<file path="src/rtl/countdown_timer_pkg.sv">
// Shared definitions for the countdown timer: controller state encoding.
// Encodings match the counter project's IDLE/RUN/DONE values.
package countdown_timer_pkg;

  typedef enum logic [1:0] {
    ST_IDLE = 2'd0,
    ST_RUN  = 2'd1,
    ST_DONE = 2'd2
  } state_e;

endpackage

</file>
<file path="src/rtl/countdown_timer_tick_gen.sv">
// DIV prescaler: tick_o is high on the cycle the prescaler sits at DIV-1.
// Only instantiated for DIV > 1.
module countdown_timer_tick_gen #(
  parameter int DIV = 2
) (
  input  logic clk_i,
  input  logic reset_i,
  input  logic clear_i,
  input  logic hold_i,
  output logic tick_o
);

  localparam int CW = $clog2(DIV);

  logic [CW-1:0] cnt_q;

  assign tick_o = (cnt_q == CW'(DIV - 1));

  // NOTE: sequential state uses non-blocking assignments so every register
  // samples its inputs from before the edge, regardless of block ordering.
  always_ff @(posedge clk_i) begin
    if (reset_i) begin
      cnt_q <= '0;
    end else if (clear_i) begin
      cnt_q <= '0;
    end else if (!hold_i) begin
      cnt_q <= tick_o ? '0 : cnt_q + CW'(1);
    end
  end

endmodule

</file>
<file path="src/rtl/countdown_timer.sv">
// Loadable down-counter with prescaled decrement, terminal-count flag and
// optional auto-reload from the last loaded value.
module countdown_timer
  import countdown_timer_pkg::*;
#(
  parameter int WIDTH  = 4,
  parameter int DIV    = 1,
  parameter bit RELOAD = 1'b0
) (
  input  logic             clk_i,
  input  logic             reset_i,
  input  logic             start_i,
  input  logic [WIDTH-1:0] load_val_i,
  input  logic             pause_i,
  output logic [WIDTH-1:0] count_o,
  output logic             busy_o,
  output logic             done_o
);

  state_e           state_q, state_d;
  logic [WIDTH-1:0] count_q, count_d;
  logic [WIDTH-1:0] latch_q, latch_d;
  logic             tick;

  generate
    if (DIV > 1) begin : g_presc
      // Prescaler restarts on every load and is parked at zero outside RUN.
      countdown_timer_tick_gen #(.DIV(DIV)) u_tick_gen (
        .clk_i   (clk_i),
        .reset_i (reset_i),
        .clear_i (start_i || (state_q != ST_RUN)),
        .hold_i  (pause_i),
        .tick_o  (tick)
      );
    end else begin : g_no_presc
      assign tick = 1'b1;
    end
  endgenerate

  // NOTE: every variable gets a default before the case so no path leaves it
  // unassigned, which would otherwise infer a latch.
  always_comb begin
    state_d = state_q;
    count_d = count_q;
    latch_d = latch_q;
    if (start_i) begin
      latch_d = load_val_i;
      count_d = load_val_i;
      state_d = (load_val_i != '0) ? ST_RUN : ST_DONE;
    end else begin
      unique case (state_q)
        ST_RUN: begin
          if (!pause_i && tick) begin
            count_d = count_q - WIDTH'(1);
            if (count_q == WIDTH'(1)) state_d = ST_DONE;
          end
        end
        ST_DONE: begin
          count_d = '0;
          if (RELOAD && (latch_q != '0)) begin
            count_d = latch_q;
            state_d = ST_RUN;
          end else if (!RELOAD) begin
            state_d = ST_IDLE;
          end
        end
        default: ;
      endcase
    end
  end

  always_ff @(posedge clk_i) begin
    if (reset_i) begin
      state_q <= ST_IDLE;
      count_q <= '0;
      latch_q <= '0;
    end else begin
      state_q <= state_d;
      count_q <= count_d;
      latch_q <= latch_d;
    end
  end

  assign count_o = count_q;
  assign busy_o  = (state_q == ST_RUN);
  assign done_o  = (state_q == ST_DONE);

endmodule

</file>
<file path="config.mk">
export PLATFORM = sky130hd
export DESIGN_NAME = countdown_timer
export DESIGN_NICKNAME = d
export VERILOG_FILES = /design/src/rtl/countdown_timer_pkg.sv /design/src/rtl/countdown_timer_tick_gen.sv /design/src/rtl/countdown_timer.sv
export SDC_FILE = /design/constraint.sdc
export NUM_CORES = 1
export LEC_CHECK = 0
export ABC_CLOCK_PERIOD_IN_PS = 1730
export CORE_AREA = 2 2 40 42
export CTS_CLUSTER_DIAMETER = 60
export DETAILED_ROUTE_END_ITERATION = 10
export DIE_AREA = 0 0 42 44
export SYNTH_ARGS = -nofsm -noshare
export SYNTH_HDL_FRONTEND = slang
export SYNTH_SLANG_ARGS = --single-unit
</file>
<file path="constraint.sdc">
create_clock -name clk_i -period 1.73 [get_ports clk_i]
set_input_delay 0.2595 -clock clk_i [delete_from_list [all_inputs] [get_ports clk_i]]
set_output_delay 0.2595 -clock clk_i [all_outputs]
set_load 0.03 [all_outputs]
</file>
==> metrics <==
largest net degree at the start of global routing 13; top cell type's share of synthesized area 30.7%; Tot GR Track Use 11.4%; worst-path fanout max 4; Detail Placement HPWL 726 um; DIE HEIGHT 44 um; Leak Pwr 0.243 nW; diodes inserted 0; setup TNS 0 ns; # placed instances 79; setup violators final 0; Netlist cell types 25; yosys warns 0; NumNets Final 78; clk_lat worst skew 0.24 ns; Final Hold Fails 0; first-pass GRT wire length 1.50 mm; Final period util 93.0%; worst vdd ir 0.346 mV; Final Core Density 40.0%; RSZ-0062 raised after global routing no; clk buf depth 2; Post-CTS Setup Inserts 0; WP buf/inv 2; core area 1420 sq um; DR pass1 iterations 3; std cell rows 14; final wirelength 905 um; fillers 147; chip width 42 um; Via density 5.04; CP cell instances buf_4 -> clkdlybuf4s50_1; WL/cell 11.0 um; Iter 0 DRT Violations 6; Rel. slew slack 73.0%; design area 568 sq um; worst path required time 1.47 ns; CTS tree built; post-CTS sizing 2; crit path kind flip-flop to output pin; final cell count without fillers 82; htree depth 1; vias 413; Storage cell area 120 sq um; post-synth net total 60; Avg Synthesized Cell Area 7.83 sq um; outcome finished clean; CP top delay family buffers and inverters; actual slew at the worst max-slew pin 0.400 ns; I/O pins 14; register area share after synthesis 30.7%; cts hold-fix bufs 0; vias in the first global route 384; CP Launch Type flip-flop; Area Growth Syn to Fin 45.0%; number of port buffers 13; main area contributors after synthesis dfxtp_1 (31%), inv_1 (6.7%), a221oi_1 (6.7%); Tightest Hold Check Type flip-flop to flip-flop; PwrDens 700 nW/um^2; crit-path max cell delay 0.66 ns; Fmax 622 MHz; placed cell area 548 sq um; Placement Setup Slack 0.186 ns; Arr. time, crit path 1.35 ns; final global-route overflow total 0; Residual DRC 0; fin. max-slew vios 0; multi-input logic area 236 sq um; mapped cell area 392 sq um; Num CTS Buffers 3; CTS sink cnt 6; setup ws final 0.122 ns; Detail Route Antenna Nets 0; top cell type by total area after synthesis dfxtp_1; Seq cells post-synth 6; number of max-cap violations 0; Critical-path top delay cell clkdlybuf4s50_1; Die Footprint 1850 sq um; Worst Skew 0.000982 ns; Cells after Synth 50; fraction of layout cells with a size suffix above 1 9.09%; min Tclk post-route 1.61 ns; Starting Density 27.6%; root buf cell clkbuf_4; CTS clk-pin slew, worst paths 0.04 ns; crit path capture type output pin; antenna violations before repair 0; Placer Congestion 0.705
[registers in the layout, indices dropped and copies added (netlist names)]
register and cells:
state_q 2, count_o 4
[kinds of logic after synthesis]
| logic type | share of synthesized area (%) |
|---|---|
| mux | 2.56 |
| compound gates | 24.0 |
| fa+ha+maj | 6.39 |
| buf+inv | 8.94 |
| simple gates | 27.5 |
| flops | 30.7 |
[stage by stage]
stage          power [mW]  hold WS, ns
2_1_floorplan       0.226        0.407
3_3_place_gp        0.277        0.600
3_5_place_dp        0.277        0.612
4_1_cts             0.405        0.621
5_1_grt             0.419        0.651
6_report            0.398        0.618
[placed cells by master (no fill, tap or decap), types with 2 or more instances in the layout]
master / Yosys / final
o21ai_0: 4 / 4
nor3_1: 2 / 2
clkdlybuf4s50_1: 0 / 11
nor2b_1: 4 / 4
dlygate4sd2_1: 0 / 2
or3_1: 2 / 2
a21oi_1: 2 / 2
dfxtp_1: 6 / 6
ha_1: 2 / 2
buf_4: 0 / 2
nand3_1: 2 / 2
clkbuf_4: 0 / 3
inv_1: 7 / 7
a221oi_1: 3 / 3
nor4_1: 2 / 2
[layout make-up]
class                   count  share of cell area [%]
multi-input cells          35                    41.6
clock buffers               3                    3.96
inverters                   7                    4.63
repair buffers             15                    25.1
well taps                  16                    3.52
flip-flops and latches      6                    21.1
[worst register-to-register path: stages (launching register included)]
cell and delay [ns]:
dfxtp_1 0.35, inv_1 0.09, ha_1 0.27, or3_1 0.33
o21ai_0 0.08, a221oi_1 0.10, nor3_1 0.17
[synth_stat cells]
| master | number |
|---|---|
| a21boi_0 | 1 |
| a21oi_1 | 2 |
| a221oi_1 | 3 |
| a31oi_1 | 1 |
| and2_2 | 1 |
| and2b_1 | 1 |
| buf_2 | 1 |
| clkbuf_1 | 1 |
| dfxtp_1 | 6 |
| ha_1 | 2 |
| inv_1 | 7 |
| mux2i_1 | 1 |
| nand2_1 | 1 |
| nand3_1 | 2 |
| nand4_1 | 1 |
| nor2_1 | 1 |
| nor2b_1 | 4 |
| nor3_1 | 2 |
| nor4_1 | 2 |
| nor4b_1 | 1 |
| o211a_1 | 1 |
| o21ai_0 | 4 |
| o21ai_1 | 1 |
| o41ai_1 | 1 |
| or3_1 | 2 |
[final timing paths]
check                                from                 endpoint  slack (ns)  cells past startpoint
setup reg to reg  count_o[1]$_SDFFE_PP0P_  count_o[1]$_SDFFE_PP0P_        0.26                      6
hold reg to reg   state_q[0]$_SDFFE_PP0P_  count_o[2]$_SDFFE_PP0P_        0.62                      2
hold / removal    state_q[0]$_SDFFE_PP0P_  count_o[2]$_SDFFE_PP0P_        0.62                      2
setup / recovery  count_o[0]$_SDFFE_PP0P_               count_o[0]        0.12                      2
[routing by layer]
layer,share of wire (%),GRT usage (%)
met2,50,18.1
met1,42,12.1
met3,3.9,1.67
met5,0,0
met4,3.3,13.5
[report_power, final]
group | internal (mW) | switching, mW | total, mW
registers | 0.149 | 0.00902 | 0.158
logic | 0.0548 | 0.0600 | 0.115
clock network | 0.0782 | 0.0469 | 0.125
total | 0.282 | 0.116 | 0.398
No activity file was read; power rests on OpenSTA's default activity.
==> patch: new RTL, same flow settings <==
Change the parameter `WIDTH` from 4 to 5.
--- a/src/rtl/countdown_timer.sv
+++ b/src/rtl/countdown_timer.sv
@@ -3,7 +3,7 @@
 module countdown_timer
   import countdown_timer_pkg::*;
 #(
-  parameter int WIDTH  = 4,
+  parameter int WIDTH  = 5,
   parameter int DIV    = 1,
   parameter bit RELOAD = 1'b0
 ) (
Interface: changed (resized count_o and load_val_i); port bits go from 14 to 16. No check against the original RTL was run, so the function may have changed too.
==> patch against the original RTL <==
Worst hold slack worse by 0.070 ns. Routed wire length is 37% higher. Sequential share of layout area is 1.4 points lower. Sequential cell count is 1 higher. Worst setup slack worse by 0.030 ns. Total power is 30% higher. Die area stayed put. Area after synthesis is 27% higher. Non-clock buffer count is 6 higher. Cell area is 27% higher. Critical endpoint is now count_o[3]. Largest cell class unchanged. Highest routed layer unchanged.
==> patch: results (changes against the original RTL) <==
| Metric | Value |
|---|---|
| Met3 Use GR | `6.25% (+4.6 points)` |
| Status | `finished, final reports clean` |
| Pre-CTS setup slack | `0.00343 ns (-0.183 ns)` |
| Gpl congestion | `0.823 (+17%)` |
| Area of placed instances | `696 µm² (+27%)` |
| Worst setup startpoint | `count_o[3]` |
| CP Max Fanout | `6 (+2)` |
| End of the worst register-to-register path | `count_o[4]` |
| GR Layer Usage met1 | `17.9% (+5.9 points)` |
| Layout cells sized above 1 | `27.0% (+18 points)` |
| Drt first-iter violations | `3 (-3)` |
| Register area share after synthesis | `28.1% (-2.5 points)` |
| DRT Wirelength | `1.24 mm (+37%)` |
| Area contributors post-synth | `dfxtp_1 28%, a2111oi_2 9.0%, ha_1 5.0%` |
| Hold WS | `0.548 ns (-0.0705 ns)` |
| Leakage | `0.287 nW (+18%)` |
| End point of the critical path | `count_o[3]` |
| Vias in the first global route | `528 (+38%)` |
| GRT Total Usage | `16.1% (+4.6 points)` |
| Critical R2R Launch | `count_o[0]` |
| Reg2reg setup slack | `0.10 ns (-0.16 ns)` |
| Reg2Reg Depth | `5 (-1)` |
| Global-route wire length before repair | `2.21 mm (+47%)` |
| Post-synth net total | `63 (+5.0%)` |
| Dpl cells | `86 (+8.9%)` |
| DP HPWL | `984 µm (+36%)` |
| Met2 usage | `27.8% (+9.7 points)` |
| Max reg flops | `5 (+1)` |
| Max_slew headroom | `76.4% (+3.4 points)` |
| Yosys cell types | `29 (+16%)` |
[patch: area by class of cell]
| cell class | count | area (µm²) |
|---|---|---|
| flip-flops and latches | 7 | 143 |
| well taps | 16 | 20.0 |
| fillers | 140 | 697 |
| inverters | 4 | 15.0 |
| clock buffers | 4 | 26.3 |
| repair buffers | 21 | 195 |
| multi-input cells | 38 | 323 |
[patch: tightest hold or removal path, stage by stage, from the launching register on]
cell and delay (ns):
dfxtp_2 0.34, o41ai_1 0.08, a21oi_1 0.09
[patch: logic make-up after synthesis]
group | after synthesis | share of synthesized area, %
buffers and inverters | 7 | 7.03
adders and majority gates | 2 | 5.02
DFF | 7 | 28.1
xor gates and xnor gates | 1 | 1.76
AOI/OAI and AO/OA | 17 | 33.7
and+or+nand+nor | 18 | 24.4
[patch: report_power, final]
group          internal (mW)  total (mW)  switching (mW)
Sequential             0.175       0.193          0.0177
Clock                 0.0882       0.152          0.0638
Combinational         0.0850       0.171          0.0862
Total                  0.348       0.516           0.168
[patch: timing repair]
action,CTS,global route
buffers inserted,0,0
endpoints found under the setup margin,2,1
gates resized for setup,2,1
[patch: worst min-delay path by stage]
| stage | startpoint | to | slack (ns) | depth (start not counted) |
|---|---|---|---|---|
| after global routing | count_o[1] | count_o[1] | 0.61 | 2 |
| final | count_o[1] | count_o[1] | 0.55 | 2 |
| after CTS | count_o[1] | count_o[1] | 0.56 | 2 |
| after detailed placement | count_o[1] | count_o[1] | 0.55 | 2 |
| after floorplan | reset_i | state_q[0] | 0.33 | 1 |
| after global placement | count_o[1] | count_o[1] | 0.54 | 2 |
[patch: layer usage]
layer / wire length [µm] / share of wire, %
met1: 576 / 47
met2: 604 / 49
met3: 47 / 3.8
met4: 9 / 0.73
met5: 0 / 0
